<file path="src/rtl/comp_cascade_seq_if.sv">
`default_nettype none
// ============================================================================
// Module      : comp_cascade_seq_if
// Description : Digit-in / word-out handshake bundle for comp_cascade_seq.
// Revision    : 1.0 - initial release
// ============================================================================
interface comp_cascade_seq_if;
  logic       in_valid;
  logic       in_ready;
  logic [1:0] in_code;
  logic       out_valid;
  logic       out_ready;
  logic [1:0] out_code;
  logic       out_err;
  logic       busy;

  modport master (
    output in_valid, in_code, out_ready,
    input  in_ready, out_valid, out_code, out_err, busy
  );

  modport slave (
    input  in_valid, in_code, out_ready,
    output in_ready, out_valid, out_code, out_err, busy
  );
endinterface
`default_nettype wire

</file>
<file path="src/rtl/comp_cascade_seq.sv">
`default_nettype none
// ============================================================================
// Module      : comp_cascade_seq
// Description : Folds NDIGITS 2-bit digit-compare codes (MSB first) into one
//               word-level magnitude result with an illegal-code flag.
// Revision    : 1.0 - initial release
// ============================================================================
module comp_cascade_seq #(
  parameter int NDIGITS = 4,
  parameter int CNT_W   = 4
) (
  input  wire logic         clk,
  input  wire logic         rst_n,
  input  wire logic         clr,
  comp_cascade_seq_if.slave bus
);

  localparam logic [0:0]       c_accum = 1'b0;
  localparam logic [0:0]       c_hold  = 1'b1;
  localparam logic [CNT_W-1:0] c_last  = CNT_W'(NDIGITS - 1);
  localparam logic [CNT_W-1:0] c_one   = CNT_W'(1);

  logic [0:0]       r_state;
  logic [0:0]       w_state_next;
  logic [CNT_W-1:0] r_cnt;
  logic [1:0]       r_acc;
  logic             r_err;
  logic [1:0]       r_out_code;
  logic             r_out_err;

  logic             w_accept;
  logic             w_last;
  logic [1:0]       w_acc_next;
  logic             w_err_next;

  assign w_accept = (r_state == c_accum) && bus.in_valid && !clr;
  assign w_last   = w_accept && (r_cnt == c_last);

  // Only the first non-equal digit may load the accumulator; 11 counts as equal.
  assign w_acc_next = ((r_acc == 2'b00) && ((bus.in_code == 2'b01) || (bus.in_code == 2'b10)))
                      ? bus.in_code : r_acc;
  assign w_err_next = r_err | (bus.in_code == 2'b11);

  always_ff @(posedge clk or negedge rst_n) begin
    if (!rst_n) begin
      r_state <= c_accum;
    end else begin
      r_state <= w_state_next;
    end
  end

  always_comb begin
    w_state_next = r_state;
    if (clr) begin
      w_state_next = c_accum;
    end else begin
      case (r_state)
        c_accum: if (w_last)        w_state_next = c_hold;
        c_hold:  if (bus.out_ready) w_state_next = c_accum;
        default:                    w_state_next = c_accum;
      endcase
    end
  end

  always_comb begin
    bus.in_ready  = (r_state == c_accum);
    bus.out_valid = (r_state == c_hold);
  end

  always_ff @(posedge clk or negedge rst_n) begin
    if (!rst_n) begin
      r_cnt      <= '0;
      r_acc      <= 2'b00;
      r_err      <= 1'b0;
      r_out_code <= 2'b00;
      r_out_err  <= 1'b0;
    end else if (clr) begin
      r_cnt      <= '0;
      r_acc      <= 2'b00;
      r_err      <= 1'b0;
      r_out_code <= 2'b00;
      r_out_err  <= 1'b0;
    end else if (w_last) begin
      // Result includes the final digit; accumulators restart for the next word.
      r_out_code <= w_acc_next;
      r_out_err  <= w_err_next;
      r_cnt      <= '0;
      r_acc      <= 2'b00;
      r_err      <= 1'b0;
    end else if (w_accept) begin
      r_cnt <= r_cnt + c_one;
      r_acc <= w_acc_next;
      r_err <= w_err_next;
    end
  end

  assign bus.out_code = r_out_code;
  assign bus.out_err  = r_out_err;
  assign bus.busy     = (r_cnt != '0);

endmodule
`default_nettype wire
</file>
<file path="src/flat_wrapper.sv">
// flat-port wrapper written by rule: the top's interface ports become plain ports
module comp_cascade_seq_flat 
#(
  parameter int NDIGITS = 4,
  parameter int CNT_W   = 4
)
  (clk, rst_n, clr, bus_in_valid, bus_in_code, bus_out_ready, bus_in_ready, bus_out_valid, bus_out_code, bus_out_err, bus_busy);
  comp_cascade_seq_if bus_i ();
  input  wire logic clk;
  input  wire logic rst_n;
  input  wire logic clr;
  input wire logic [$bits(bus_i.in_valid)-1:0] bus_in_valid;
  input wire logic [$bits(bus_i.in_code)-1:0] bus_in_code;
  input wire logic [$bits(bus_i.out_ready)-1:0] bus_out_ready;
  output wire logic [$bits(bus_i.in_ready)-1:0] bus_in_ready;
  output wire logic [$bits(bus_i.out_valid)-1:0] bus_out_valid;
  output wire logic [$bits(bus_i.out_code)-1:0] bus_out_code;
  output wire logic [$bits(bus_i.out_err)-1:0] bus_out_err;
  output wire logic [$bits(bus_i.busy)-1:0] bus_busy;
  assign bus_i.in_valid = bus_in_valid;
  assign bus_i.in_code = bus_in_code;
  assign bus_i.out_ready = bus_out_ready;
  assign bus_in_ready = bus_i.in_ready;
  assign bus_out_valid = bus_i.out_valid;
  assign bus_out_code = bus_i.out_code;
  assign bus_out_err = bus_i.out_err;
  assign bus_busy = bus_i.busy;
  comp_cascade_seq #(.NDIGITS(NDIGITS), .CNT_W(CNT_W)) u_core (.clk(clk), .rst_n(rst_n), .clr(clr), .bus(bus_i));
endmodule
</file>
<file path="config.mk">
export PLATFORM = sky130hd
export DESIGN_NAME = comp_cascade_seq_flat
export DESIGN_NICKNAME = d
export VERILOG_FILES = /design/src/rtl/comp_cascade_seq_if.sv /design/src/rtl/comp_cascade_seq.sv /design/src/flat_wrapper.sv
export SDC_FILE = /design/constraint.sdc
export NUM_CORES = 1
export LEC_CHECK = 0
export BUFFER_PORTS_ARGS = -buffer_cell sky130_fd_sc_hd__clkbuf_2
export CAP_MARGIN = 20
export CORE_AREA = 8 8 45 47
export CTS_CLUSTER_DIAMETER = 40
export DETAILED_ROUTE_END_ITERATION = 6
export DIE_AREA = 0 0 53 55
export HOLD_SLACK_MARGIN = 0.03
export PLACE_DENSITY = 0.61
export SYNTH_ARGS = -nofsm -noshare
export SYNTH_HDL_FRONTEND = slang
export SYNTH_SLANG_ARGS = --single-unit
export TNS_END_PERCENT = 50
</file>
<file path="constraint.sdc">
create_clock -name clk -period 1.4 [get_ports clk]
set_input_delay 0.28 -clock clk [delete_from_list [all_inputs] [get_ports clk]]
set_output_delay 0.28 -clock clk [all_outputs]
set_load 0.01 [all_outputs]
</file>
# Yosys cells after proc, flatten, opt, wreduce, memory -nomap -nowiden
# Cells that the tools add are included.
[totals] ff_bits=11 output_inout_bits=6 rom_bits=0 ramBits=0 memories=0 latch_bits=0
[classes] reduce_logical=10 n_mux=18 n_mul=0 order_cmp=0 bitwise_logic=2 n_addsub=1 n_shift=0 n_div=0 n_eq_ne=4
[op_table] op="$mux 2" n=6
[op_table] op="$mux 4" n=3
[op_table] op="$mux 1" n=8
[op_table] op="$add 4x1->4 const B" n=1
[op_table] op="$eq 2x2->1 const B" n=2
[op_table] op="$eq 4x2->1 const B" n=1
[op_table] op="$logic_and 1x1->1" n=4
[op_table] op="$reduce_bool 4->1" n=1
[op_table] op="$reduce_bool 3->1" n=1
[op_table] op="$eq 2x1->1 const B" n=1
[op_table] op="$logic_not 2->1" n=1
[op_table] op="$pmux 1 s2" n=1
[op_table] op="$reduce_bool 2->1" n=1
[op_table] op="$logic_not 1->1" n=1
[op_table] op="$logic_or 1x1->1" n=1
[op_table] op="$not 1->1" n=1
[op_table] op="$or 1x1->1" n=1

# Logic depth before layout (Yosys ltp)
[logic_depth] ltp_word=7 ltp_mapped=4 ltp_nobuf=4

# Least setup slack after synthesis
# No wires, ideal clock.
[synth_timing] path_kind="register to register" from="reg u_core.r_cnt[0]" to="reg u_core.r_out_err (netlist: u_core.bus.out_err)" required_ps=1257 synth_period_minus_slack_ps=1236 setup_slack_ps=164 stages_incl_launch_ff=5 arrival_time_ps=1093 path_cell_list="dfrtp_1 ha_1 nand3b_4 o31ai_2 o22ai_1"
[synth_between] elab_chain_cells=3
[synth_lines] item="start, declared" line_no="comp_cascade_seq.sv:25" source="logic [CNT_W-1:0] r_cnt;"
[synth_lines] item="start signal, assigned" line_no="comp_cascade_seq.sv:91" source="r_cnt <= r_cnt + c_one;"
[synth_lines] item="$eq 4x2->1" line_no="comp_cascade_seq.sv:37" source="assign w_last = w_accept && (r_cnt == c_last);"
[synth_lines] item="$logic_and 1x1->1" line_no="comp_cascade_seq.sv:37"
[synth_lines] item="$reduce_bool 2->1 (no source line)"
[synth_lines] item="end signal, assigned" line_no="comp_cascade_seq.sv:86" source="r_out_err <= w_err_next;"
[synth_lines] item="end, declared" line_no="comp_cascade_seq.sv:29" source="logic r_out_err;"
# No other way between the ends.
# A chain may end at the register's enable or synchronous reset.

# Worst setup path after layout
[layout_timing] from="reg u_core.r_cnt[0]" to="out bus_busy"
[layout_between] elab_chain_cells=1
[layout_lines] item="$reduce_bool 4->1" line_no="comp_cascade_seq.sv:99" source="assign bus.busy = (r_cnt != '0);"
[layout_lines] item="end, declared" line_no="flat_wrapper.sv:19" source="output wire logic [$bits(bus_i.busy)-1:0] bus_busy;"
# No other way between the ends.

==> run_results.csv <==
group,metric,value,unit
clock_network,cts_sinks,11,
logic_synthesis,yosysSeqAreaShare,49.5,%
setup_path,cp-end-kind,"output pin",
logic_synthesis,synth_edf_count,0,
logic_synthesis,synth_area_leaders,"dfrtp_1 50%, ha_1 6.8%, mux2i_1 5.4%",
layout,areaGrowthSynthToFinish,29.1,%
logic_synthesis,synth_top_area_share,49.5,%
global_route,first_global_vias,463,
floorplan,dieWidth,53,um
clock_network,h-tree-depth,1,
floorplan,dieArea,2920,um2
floorplan,start_util,40.1,%
logic_synthesis,yosysMostFrequentCell,"dfrtp_1",
setup_path,required,1.12,ns
layout,final_cell_area,717,um2
power_and_ir_drop,p_sw_share,25.4,%
floorplan,fp.dieH,55,um
setup_path,endpoint,"bus_busy",
timing,skew,0.00391,ns
logic_synthesis,ys_ff_latch,11,
setup_path,crit_path_top_delay_cell,"dfrtp_1",
routing,drt_first_pass_iters,4,
flow_run,maxCapViolations,0,
timing,period_needed,1.37,ns
place,portBuffers,12,
clock_network,clock_latency,0.26,ns
timing,max_slew_margin,80.0,%
power_and_ir_drop,combPwrFrac,15.7,%
setup_path,critPathLaunch,"u_core.r_cnt[0]",
setup_path,start_kind,"flop",
logic_synthesis,syn_avg_cell_area,10.5,um2
clock_network,clk_pin_slew,0.07,ns
timing,finalCritPeriodShare,97.6,%
setup_path,r2r_slack,0.08,ns
setup_path,reg2reg_depth,4,
floorplan,fp-row-count,14,
timing,tightest_slew,0.299,ns
power_and_ir_drop,power.density,913,nW/um2
layout,drive_gt1_share,33.8,%
logic_synthesis,syn_nets,63,
place,gp_congestion,0.791,
logic_synthesis,netlist_instances,53,
power_and_ir_drop,vdd_drop_max,0.411,mV
setup_path,crit_path_cell_trace,"inv_1 -> ha_2 -> nand2_1 -> buf_2",
setup_path,max_stage_delay,0.42,ns
outcome,status,"completed",
place,dp_hpwl,903,um
logic_synthesis,synthArstFlopShare,100,%
logic_synthesis,ys_warn_count,0,
layout,nNetsFinal,85,
clock_network,cts_root_buffer,"clkbuf_4",
routing,drc,0,
setup_path,r2r_end,"u_core.r_cnt[2]",
power_and_ir_drop,finalPower,0.000654,W
routing,finalWirelength,1210,um
routing,detail-route-antenna-nets,0,
logic_synthesis,synthesis.area,556,um2
routing,num_vias,449,
clock_network,cts_tree,"done",
global_route,grt_usage,9.17,%
logic_synthesis,netlist-cell-type-count,21,
logic_synthesis,synth-main-ff-cell,"dfrtp_1",
global_route,antenna_found_initial,0,
routing,detail_route.iter0.violations,13,
timing,report.final.slew_viol_count,0,
power_and_ir_drop,p_leak,0.366,nW
power_and_ir_drop,pwr-share-clk,32.6,%
floorplan,core,1380,um2
timing,fmax,732,MHz
global_route,grt_overflow,0,
logic_synthesis,synth.top_cells.by_count,"11 x dfrtp_1, 7 x inv_1, 5 x nor2_1, 4 x nand2_1",
place,post_dp_cell_area,643,um2
setup_path,rr_startpoint,"u_core.r_cnt[0]",
power_and_ir_drop,p_int,0.000488,W
routing,drt-vias-per-instance,4.99,
setup_path,worstPathArrival,1.09,ns
global_route,grt_pass1_wl,1950,um
timing,rsz0062_at_grt,"true",
logic_synthesis,yosysTopAreaCell,"dfrtp_1",
routing,wl_per_cell,13.5,um
setup_path,crit_path_max_fanout,4,
layout,insertedDiodeCount,0,
timing,setup_viol,0,
timing,hold_viol,0,
floorplan,io_pins,13,
global_route,grt_max_degree,12,
clock_network,max-clock-path-buffers,2,
power_and_ir_drop,p_sw,0.000166,W
power_and_ir_drop,pwr-share-seq,51.7,%
setup_path,critical_path_class,"flop to output pin",
min_path,worstHoldPathType,"input port to flop",
clock_network,cts_buffers,3,
-- worst min path at each step --
stage / to / cells after the start / from
after detailed placement: u_core.r_err / 1 / rst_n
after CTS: u_core.r_cnt[2] / 2 / clr
after global routing: u_core.r_cnt[2] / 2 / clr
final: u_core.r_cnt[2] / 2 / clr
after global placement: u_core.r_err / 1 / rst_n
after floorplan: u_core.bus.out_code[0] / 0 / rst_n
-- stage by stage --
step | setup WS, ns | TNS, ns | std cells | util [%] | hold slack, ns
floorplan | 0.164 | 0 | 53 | - | -0.0156
global placement | 0.0965 | 0 | 82 | 46.5 | 0.171
detailed placement | 0.0549 | 0 | 82 | 46.5 | 0.169
CTS | 0.0143 | 0 | 87 | 49.1 | 0.236
global route | -0.0356 | -0.0356 | 90 | 51.8 | 0.250
finish | 0.0338 | 0 | 90 | 51.8 | 0.232
-- layout by cell type, fill, tap and decap left out, drive strengths merged, types with 2 or more instances in the layout --
master,Yosys,final
clkbuf,0,15
ha,3,3
nand2,4,4
dfrtp,11,11
buf,0,5
mux2i,3,3
a311oi,2,2
a31oi,3,3
a21oi,3,3
nor2,5,5
inv,7,7
-- per-layer routing --
metal,share of wire (%),track usage [%]
met1,48,11.9
met2,46,13.1
met3,5.7,2.94
met4,0.58,5.17
met5,0,0
-- timing repair --
| item | 4_1_cts | 5_1_grt |
|---|---|---|
| endpoints found under the hold margin | 11 | 0 |
| hold buffers | 1 | 0 |
| setup buffers | 0 | 3 |
| endpoints found under the setup margin | 0 | 6 |
| resized for setup | 0 | 5 |
-- registers in the layout, summed over array words and instances, names as in the netlist --
| register | flops |
|---|---|
| u_core.bus.out_valid | 1 |
| u_core.r_acc | 2 |
| u_core.bus.out_err | 1 |
| u_core.r_err | 1 |
| u_core.bus.out_code | 2 |
| u_core.r_cnt | 4 |
-- worst max-delay path, delay by kind of cell (launching register included) --
family        cells  cell delay (ns)
flops             1             0.42
buf+inv           2             0.21
simple gates      1             0.05
fa+ha+maj         1             0.15
-- kinds of logic after synthesis --
kind of cell	synth area share (%)
simple gates	18.5
buf+inv	4.73
xor+xnor	1.58
compound gates	13.5
flops	49.5
fa+ha+maj	6.76
mux	5.41
-- power groups by stage --
stage	logic, W	registers, W	clock network [W]
after global routing	0.000117	0.000340	0.000236
after CTS	0.0000885	0.000339	0.000216
after global placement	0.0000847	0.000344	0
after detailed placement	0.0000856	0.000345	0
after floorplan	0.0000494	0.000344	0
final	0.000103	0.000339	0.000213
-- layout make-up --
cell class | count | area, um2
Tap cell | 16 | 20.0
Fill cell | 126 | 667
Clock buffer | 4 | 26.3
Multi-Input combinational cell | 35 | 268
Inverter | 7 | 26.3
Sequential cell | 11 | 277
Timing Repair Buffer | 17 | 100
Power figures use the tool's default switching activity.
